--- src/rtl/seg_scan_controller.sv ---
// Multi-digit seven-segment scan driver: shadowed display data, guarded digit
// multiplexing, blanking, leading-zero suppression, lamp test and pin polarity.
module seg_scan_controller #(
   parameter int unsigned DIGITS         = 4,
   parameter int unsigned REFRESH_DIV    = 50000,
   parameter int unsigned GUARD          = 2,
   parameter bit          AN_ACTIVE_LOW  = 1'b1,
   parameter bit          SEG_ACTIVE_LOW = 1'b1
) (
   input  logic                       clk,
   input  logic                       reset,
   input  logic                       en,
   input  logic                       load,
   input  logic [4*DIGITS-1:0]        value,
   input  logic [DIGITS-1:0]          dp_in,
   input  logic [DIGITS-1:0]          blank_mask,
   input  logic                       lz_en,
   input  logic                       lamp_test,
   output logic [6:0]                 seg,
   output logic                       dp,
   output logic [DIGITS-1:0]          an,
   output logic [$clog2(DIGITS)-1:0]  digit_idx
);

   localparam int IDX_W = $clog2(DIGITS);
   localparam int PSC_W = $clog2(REFRESH_DIV);
   localparam int GRD_W = (GUARD > 1) ? $clog2(GUARD) : 1;

   localparam logic [IDX_W-1:0] IDX_LAST = IDX_W'(DIGITS - 1);
   localparam logic [PSC_W-1:0] PSC_LAST = PSC_W'(REFRESH_DIV - 1);
   localparam logic [GRD_W-1:0] GRD_LAST = GRD_W'(GUARD - 1);

   localparam logic [0:0] ST_GUARD = 1'b0;
   localparam logic [0:0] ST_SHOW  = 1'b1;

   // XOR masks that turn the internal active-high view into pin levels
   localparam logic [6:0]        SEG_POL = SEG_ACTIVE_LOW ? 7'h7F : 7'h00;
   localparam logic              DP_POL  = SEG_ACTIVE_LOW;
   localparam logic [DIGITS-1:0] AN_POL  = AN_ACTIVE_LOW ? {DIGITS{1'b1}} : {DIGITS{1'b0}};

   logic [4*DIGITS-1:0] val_sh;
   logic [DIGITS-1:0]   dp_sh;
   logic [DIGITS-1:0]   blank_sh;
   logic                lz_sh;

   logic [0:0]          state;
   logic [GRD_W-1:0]    gcnt;
   logic [PSC_W-1:0]    psc;
   logic [IDX_W-1:0]    cur_idx;

   logic [DIGITS-1:0]   lz_dark;
   logic                zero_above;
   logic [3:0]          nib;
   logic                dark;
   logic [6:0]          seg_ah;
   logic                dp_ah;
   logic [DIGITS-1:0]   an_ah;

   function automatic logic [6:0] hex7(input logic [3:0] n);
      logic [6:0] s;
      unique case (n)
         4'h0: s = 7'h3F;
         4'h1: s = 7'h06;
         4'h2: s = 7'h5B;
         4'h3: s = 7'h4F;
         4'h4: s = 7'h66;
         4'h5: s = 7'h6D;
         4'h6: s = 7'h7D;
         4'h7: s = 7'h07;
         4'h8: s = 7'h7F;
         4'h9: s = 7'h6F;
         4'hA: s = 7'h77;
         4'hB: s = 7'h7C;
         4'hC: s = 7'h39;
         4'hD: s = 7'h5E;
         4'hE: s = 7'h79;
         default: s = 7'h71;
      endcase
      return s;
   endfunction

   // NOTE: sequential state is written only with <= so every flop samples pre-edge values.
   always_ff @(posedge clk) begin
      if (!reset) begin
         val_sh   <= '0;
         dp_sh    <= '0;
         blank_sh <= '0;
         lz_sh    <= 1'b0;
      end else if (load) begin
         val_sh   <= value;
         dp_sh    <= dp_in;
         blank_sh <= blank_mask;
         lz_sh    <= lz_en;
      end
   end

   always_ff @(posedge clk) begin
      if (!reset) begin
         state   <= ST_GUARD;
         gcnt    <= '0;
         psc     <= '0;
         cur_idx <= '0;
      end else if (en) begin
         unique case (state)
            ST_GUARD: begin
               if (gcnt == GRD_LAST) begin
                  state <= ST_SHOW;
                  gcnt  <= '0;
                  psc   <= '0;
               end else begin
                  gcnt <= gcnt + GRD_W'(1);
               end
            end
            ST_SHOW: begin
               if (psc == PSC_LAST) begin
                  state   <= ST_GUARD;
                  gcnt    <= '0;
                  psc     <= '0;
                  cur_idx <= (cur_idx == IDX_LAST) ? '0 : cur_idx + IDX_W'(1);
               end else begin
                  psc <= psc + PSC_W'(1);
               end
            end
            default: state <= ST_GUARD;
         endcase
      end
   end

   // Digit i is a leading zero when nibbles i..DIGITS-1 are all zero; digit 0 never is.
   // NOTE: every always_comb output is defaulted first so no path leaves a latch.
   always_comb begin
      lz_dark    = '0;
      zero_above = 1'b1;
      for (int i = DIGITS - 1; i >= 1; i--) begin
         zero_above = zero_above & (val_sh[4*i +: 4] == 4'h0);
         lz_dark[i] = lz_sh & zero_above;
      end
   end

   always_comb begin
      nib    = val_sh[{cur_idx, 2'b00} +: 4];
      dark   = blank_sh[cur_idx] | lz_dark[cur_idx];
      seg_ah = 7'h00;
      dp_ah  = 1'b0;
      an_ah  = '0;
      if (en && state == ST_SHOW) begin
         an_ah[cur_idx] = 1'b1;
         if (lamp_test) begin
            seg_ah = 7'h7F;
            dp_ah  = 1'b1;
         end else if (!dark) begin
            seg_ah = hex7(nib);
            dp_ah  = dp_sh[cur_idx];
         end
      end
   end

   always_ff @(posedge clk) begin
      if (!reset) begin
         seg       <= SEG_POL;
         dp        <= DP_POL;
         an        <= AN_POL;
         digit_idx <= '0;
      end else begin
         seg       <= seg_ah ^ SEG_POL;
         dp        <= dp_ah ^ DP_POL;
         an        <= an_ah ^ AN_POL;
         digit_idx <= cur_idx;
      end
   end

endmodule

--- config.mk ---
export PLATFORM = sky130hd
export DESIGN_NAME = seg_scan_controller
export DESIGN_NICKNAME = d
export VERILOG_FILES = /design/src/rtl/seg_scan_controller.sv
export SDC_FILE = /design/constraint.sdc
export NUM_CORES = 1
export LEC_CHECK = 0
export ABC_AREA = 1
export BUFFER_PORTS_ARGS = -buffer_cell sky130_fd_sc_hd__buf_2
export CAP_MARGIN = 20
export CORE_MARGIN = 2
export CORE_UTILIZATION = 40
export DETAILED_ROUTE_END_ITERATION = 8
export PLACE_DENSITY = 0.7
export SETUP_SLACK_MARGIN = 0.02
export SYNTH_ARGS = -nofsm -noshare
export SYNTH_HDL_FRONTEND = slang
export SYNTH_SLANG_ARGS = --single-unit
--- constraint.sdc ---
create_clock -name clk -period 2.9 [get_ports clk]
set_clock_uncertainty 0.1 [all_clocks]
set_input_delay 0.29 -clock clk [delete_from_list [all_inputs] [get_ports clk]]
set_output_delay 0.29 -clock clk [all_outputs]
set_load 0.02 [all_outputs]
## Word-level counts from Yosys, hierarchy flattened

Memories as Yosys holds them, arrays and structs flattened.
Cells that the tools add are included.

- Order comparisons: 2
- Bitwise operators: 10
- Add/subtract/negate cells: 3
- Mux-type cells: 25
- Eq/ne operators: 4
- Shifts and indexed selects: 1
- Reductions and logical operators: 8

Operator list:

| cell | number |
|---|---|
| two-way mux 16 bit | 2 |
| one-hot mux 16 bit (2 select lines) | 1 |
| two-way mux 7 bit | 3 |
| adder 16 x 1 -> 16 bit, second input constant | 1 |
| == test 16 bit, second input constant | 1 |
| variable part select 16 x 5 -> 4 bit | 1 |
| zero test 4 bit | 3 |
| two-way mux 1 bit | 11 |
| NOT 7 bit | 1 |
| binary-select mux 1 bit (select 2 bit) | 3 |
| bitwise AND 1 bit | 5 |
| two-way mux 4 bit | 1 |
| NOT 4 bit | 1 |
| one-hot mux 1 bit (2 select lines) | 2 |
| AND reduction 2 bit | 2 |
| less-than comparator 2 x 3 -> 1 bit, second input constant | 1 |
| AND reduction 3 bit | 1 |
| adder 2 x 1 -> 2 bit, second input constant | 1 |
| demux 1 bit (select 2 bit) | 1 |
| == test 2 bit, second input constant | 1 |
| greater-or-equal comparator 2 x 1 -> 1 bit, second input constant | 1 |
| logical AND 1 bit | 2 |
| two-way mux 2 bit | 1 |
| != test 2 x 1 -> 1 bit, second input constant | 1 |
| other kinds (4) | 5 |

- Logic and storage cells: 66
- Output and inout bits: 14
- Input port bits: 30
- Flip-flop bits (word level): 59
- Memory bits (read-only): 112
- Memories: 1

Memory list:

| name | words | width | rd ports | clocked after Yosys merged registers in | wr ports | RTL line | source |
|---|---|---|---|---|---|---|---|
| (no name shown) | 16 | 7 | 1 | 0 | 0 | 61 | `unique case (n)` |

## Logic depth before layout (Yosys ltp)

- Word-level depth: 11
- Mapped depth: 14
- Depth with buffers taken out: 12

## Worst setup path after synthesis

OpenSTA, ideal clock, no wires.

- Path kind: reg-to-reg
- From: register cur_idx[0]
- To: register seg[3]
- Required time: 2675 ps
- Stages on the path, launching flop included: 15
- Period minus slack after synthesis: 1787 ps
- Library setup time: 125 ps
- Arrival time: 1562 ps
- Path slack: 1113 ps
- Cells stage by stage: dfxtp_1 -> buf_4 -> inv_4 -> buf_6 -> nand2_1 -> nand3_1 -> nand2_1 -> inv_1 -> ha_1 -> nand3_1 -> nand2_1 -> nand2_1 -> nand3_1 -> nand2_1 -> nand2_1

- Word-level cells in the longest chain between the ends: 7
- Elaborated cells between the ends (all ways): 11

Ends and longest elaborated chain:

| item | RTL line | source |
|---|---|---|
| start: declaration | 49 | `logic [IDX_W-1:0] cur_idx;` |
| start signal: assignment | 119 | `cur_idx <= (cur_idx == IDX_LAST) ? '0 : cur_idx + IDX_W'(1);` |
| branches (longest 3 deep; another with memory (16 x 7 bit)) | -- |  |
| two-way mux 7 bit (*) | 151 | `end else if (!dark) begin` |
| two-way mux 7 bit (*) | 148 | `if (lamp_test) begin` |
| two-way mux 7 bit (*) | 146 | `if (en && state == ST_SHOW) begin` |
| NOT 7 bit (no source line) (*) | -- |  |
| end signal: assignment | 165 | `seg <= seg_ah ^ SEG_POL;` |
| end: declaration | 19 | `output logic [6:0] seg,` |

Every way passes the cells marked *. The select of a mux whose other input is x is not followed.
A chain may end at the register's enable or synchronous reset.

## Final worst setup path

Ends and elaborated chain as after synthesis.

==> metrics.md <==
| Metric | Value |
|---|---|
| Outcome | `complete, no violations` |
| Overall power | `between 1500 and 2000 uW` |
| GPL Wtd Cong | `approximately 0.89` |
| Final hold vios | `0` |
| DR pass1 iterations | `4` |
| Hold_ws | `between 70 and 80 ps` |
| PD cells | `between 500 and 600 nW/um2` |
| Port Buffers | `43` |
| H-tree levels | `3` |
| Synth area leaders | `dfxtp_1, nand2_1, nor2_1, o21ai_0, nand3_1` |
| Net count after synthesis | `between 400 and 500` |
| Die Width | `90.5 um` |
| Vias | `2730` |
| RSZ-0062 raised after global routing | `false` |
| Post-layout util | `47.7%` |
| Crit path max fanout | `20` |
| Post-CTS Setup Inserts | `0` |
| Maxcap violations | `0` |
| Number of global-route vias before repair | `~2600` |
| Die area | `8190 um2` |
| Drt total wl | `6610 um` |
| Worst VDD drop | `between 0.0002 and 0.0003 V` |
| Clock sink count | `59` |
| EDFF count, synth | `0` |
| DR vias/cell | `between 4 and 5` |
| Reg clk slew, reported paths | `70 ps` |
| Max Slew Vio Count | `0` |
| Final setup fails | `0` |
| Worst Setup End Kind | `flip-flop` |
| Starting Density | `between 40% and 50%` |
| Post-CTS resize count | `0` |
| Top delay family on crit path | `simple AND/OR/NAND/NOR gates` |
| Slew of the pin with the lowest slew margin | `a little under 800 ps` |
| WP data required | `roughly 3000 ps` |
| Synth Flop Type | `dfxtp_1` |
| Post-synth top cells | `nand2_1, nor2_1, dfxtp_1` |
| CTS tree | `done` |
| Total Neg Setup Slack | `0 ps` |
| Layout cells sized above 1 | `between 10% and 20%` |
| Number of synthesized register bits | `59` |
| CTS root buf | `clkbuf_8` |
| Most used cell, CP | `nand2_1` |
| Grt total ovfl | `0` |
| Area of the multi-input gates | `roughly 1600 um2` |
| Slowest CP cell | `dfxtp_1` |
| Worst Setup Path Type | `flip-flop to flip-flop` |
| Finished Layout Cells | `around 570` |
| Largest net degree at the start of global routing | `34` |
| Placed insts | `around 550` |
| Initial antenna violation count | `0` |
| GRT Resource Usage Total | `between 10% and 20%` |
| Max incr delay on CP | `~760 ps` |
| Clk buf depth | `2` |
| Global-route wire length before repair | `11600 um` |
| Cell Area, Synth | `~3000 um2` |
| Filler cells | `748` |
| Worst path cell trace | `inv_4 -> nand2_1 -> nand3_1 -> nand2_1 -> inv_1 -> ha_1 -> nand3_1 -> nand2_1 -> nand2_1 -> nand3_1 -> nand2_1 -> nand2_1` |
| Post-Syn Instances | `between 400 and 500` |
| Min cycle time layout | `2300 ps` |
| # rows | `31` |
| Hold_buf cts | `0` |
| Antenna Cells | `0` |
| Final Cycle Share | `between 70% and 80%` |
| Storage cell area | `approximately 1200 um2` |
| CP bufs+invs | `2` |
| Wire length per cell | `about 12 um` |
| FMAX | `roughly 0.44 GHz` |
| Remaining antenna violation count | `0` |
| Die height | `roughly 91 um` |
| Post-synth top area share | `approximately 40%` |
| CP Data Arrival Time | `2400 ps` |
| Most common cell in the netlist | `nand2_1` |
| Static leakage | `0.00151 uW` |
| Post-synthesis cell type count | `30` |
| Iter 0 DRT Violations | `around 190` |
| Core area | `a little over 7000 um2` |
| Layout Nets | `~510` |
| Layout overhead on the synthesized area | `15.6%` |
| Worst slew margin | `a little under half` |
| Share of synthesized registers carrying an async set or reset | `0%` |
| Synth area leader | `dfxtp_1` |
| DRC violation count after routing | `0` |
| Hold crit path type | `input pin to flip-flop` |
| Yosys warns | `0` |
| Placed wire-length estimate | `between 4000 and 5000 um` |
| Clk_lat worst skew | `about 340 ps` |
| I/O pins | `44` |
| CTS buffer count | `9` |
| Synth Area per Inst | `approximately 7.0 um2` |
| Sequential share of the synthesized area | `39.5%` |
| Critical Path Source Type | `flip-flop` |
-- registers in the layout, indices dropped and copies added, names as in the netlist --
name	count
cur_idx	2
dp	1
gcnt	1
an	4
state	1
lz_sh	1
blank_sh	4
digit_idx	2
dp_sh	4
val_sh	16
seg	7
psc	16
-- worst paths after layout --
check | start | end | slack, ps | depth (start not counted)
max | cur_idx[0]$_SDFFE_PN0P_ | seg[3]$_SDFF_PN1_ | 600 | 12
min | value[11] | val_sh[11]$_SDFFE_PN0P_ | 70 | 3
max reg2reg | cur_idx[0]$_SDFFE_PN0P_ | seg[3]$_SDFF_PN1_ | 600 | 12
min reg2reg | blank_sh[2]$_SDFFE_PN0P_ | blank_sh[2]$_SDFFE_PN0P_ | 380 | 2
-- per-layer routing --
metal | wire (um) | vias to the layer above | GRT usage [%] | part of all wire, %
li1 | - | 1448 | - | -
met1 | 3260 | 1214 | 23.2 | 49
met2 | 2960 | 66 | 26.2 | 45
met3 | 369 | 2 | 4.84 | 5.6
met4 | 31 | 0 | 6.03 | 0.47
met5 | 0 | - | 0 | 0
-- cells by family after synthesis --
| logic type | Yosys count | synth area share [%] |
|---|---|---|
| simple gates | 247 | 37.8 |
| flops | 59 | 39.5 |
| compound gates | 54 | 9.36 |
| buf+inv | 51 | 7.86 |
| fa+ha+maj | 11 | 4.60 |
| xor+xnor | 3 | 0.878 |
-- placed cells by master (no fill, tap or decap), drive strengths merged --
master | netlist | routed
nor2 | 85 | 85
a21oi | 12 | 12
nand3b | 1 | 1
nand2 | 104 | 104
inv | 35 | 35
clkinv | 0 | 1
clkinvlp | 0 | 1
bufinv | 0 | 1
o21bai | 1 | 1
buf | 7 | 45
o21ai | 39 | 39
xor2 | 3 | 3
ha | 11 | 11
clkbuf | 9 | 12
nand4 | 8 | 8
nand3 | 40 | 40
dfxtp | 59 | 59
o211ai | 1 | 1
o22ai | 1 | 1
or2 | 1 | 1
nor3 | 8 | 8
-- power by group --
| part | internal [uW] | switching, uW |
|---|---|---|
| Clock | 464 | 320 |
| Sequential | 840 | 19.0 |
| Combinational | 63.7 | 113 |
-- cell type report --
cell class | count | area share, %
multi-input combinational | 315 | 45.6
sequential | 59 | 34.1
timing repair buffer | 45 | 6.65
clock buffer | 12 | 4.77
inverter | 35 | 3.94
tap | 99 | 3.58
clock inverter | 3 | 1.34
-- metrics by stage --
stage / cell area, um2 / worst slack (ps)
floorplan: 2990 / 1110
global placement: 3250 / 776
detailed placement: 3250 / 615
CTS: 3460 / 606
global route: 3460 / 329
finish: 3460 / 604
-- worst register-to-register path, stage by stage, from the launching register on --
cell and delay (ps):
dfxtp_1 760, inv_4 190, nand2_1 120, nand3_1 70, nand2_1 190, inv_1 110
ha_1 200, nand3_1 130, nand2_1 70, nand2_1 50, nand3_1 70, nand2_1 70
nand2_1 40
Note: power is estimated with default switching activity, not from simulation.
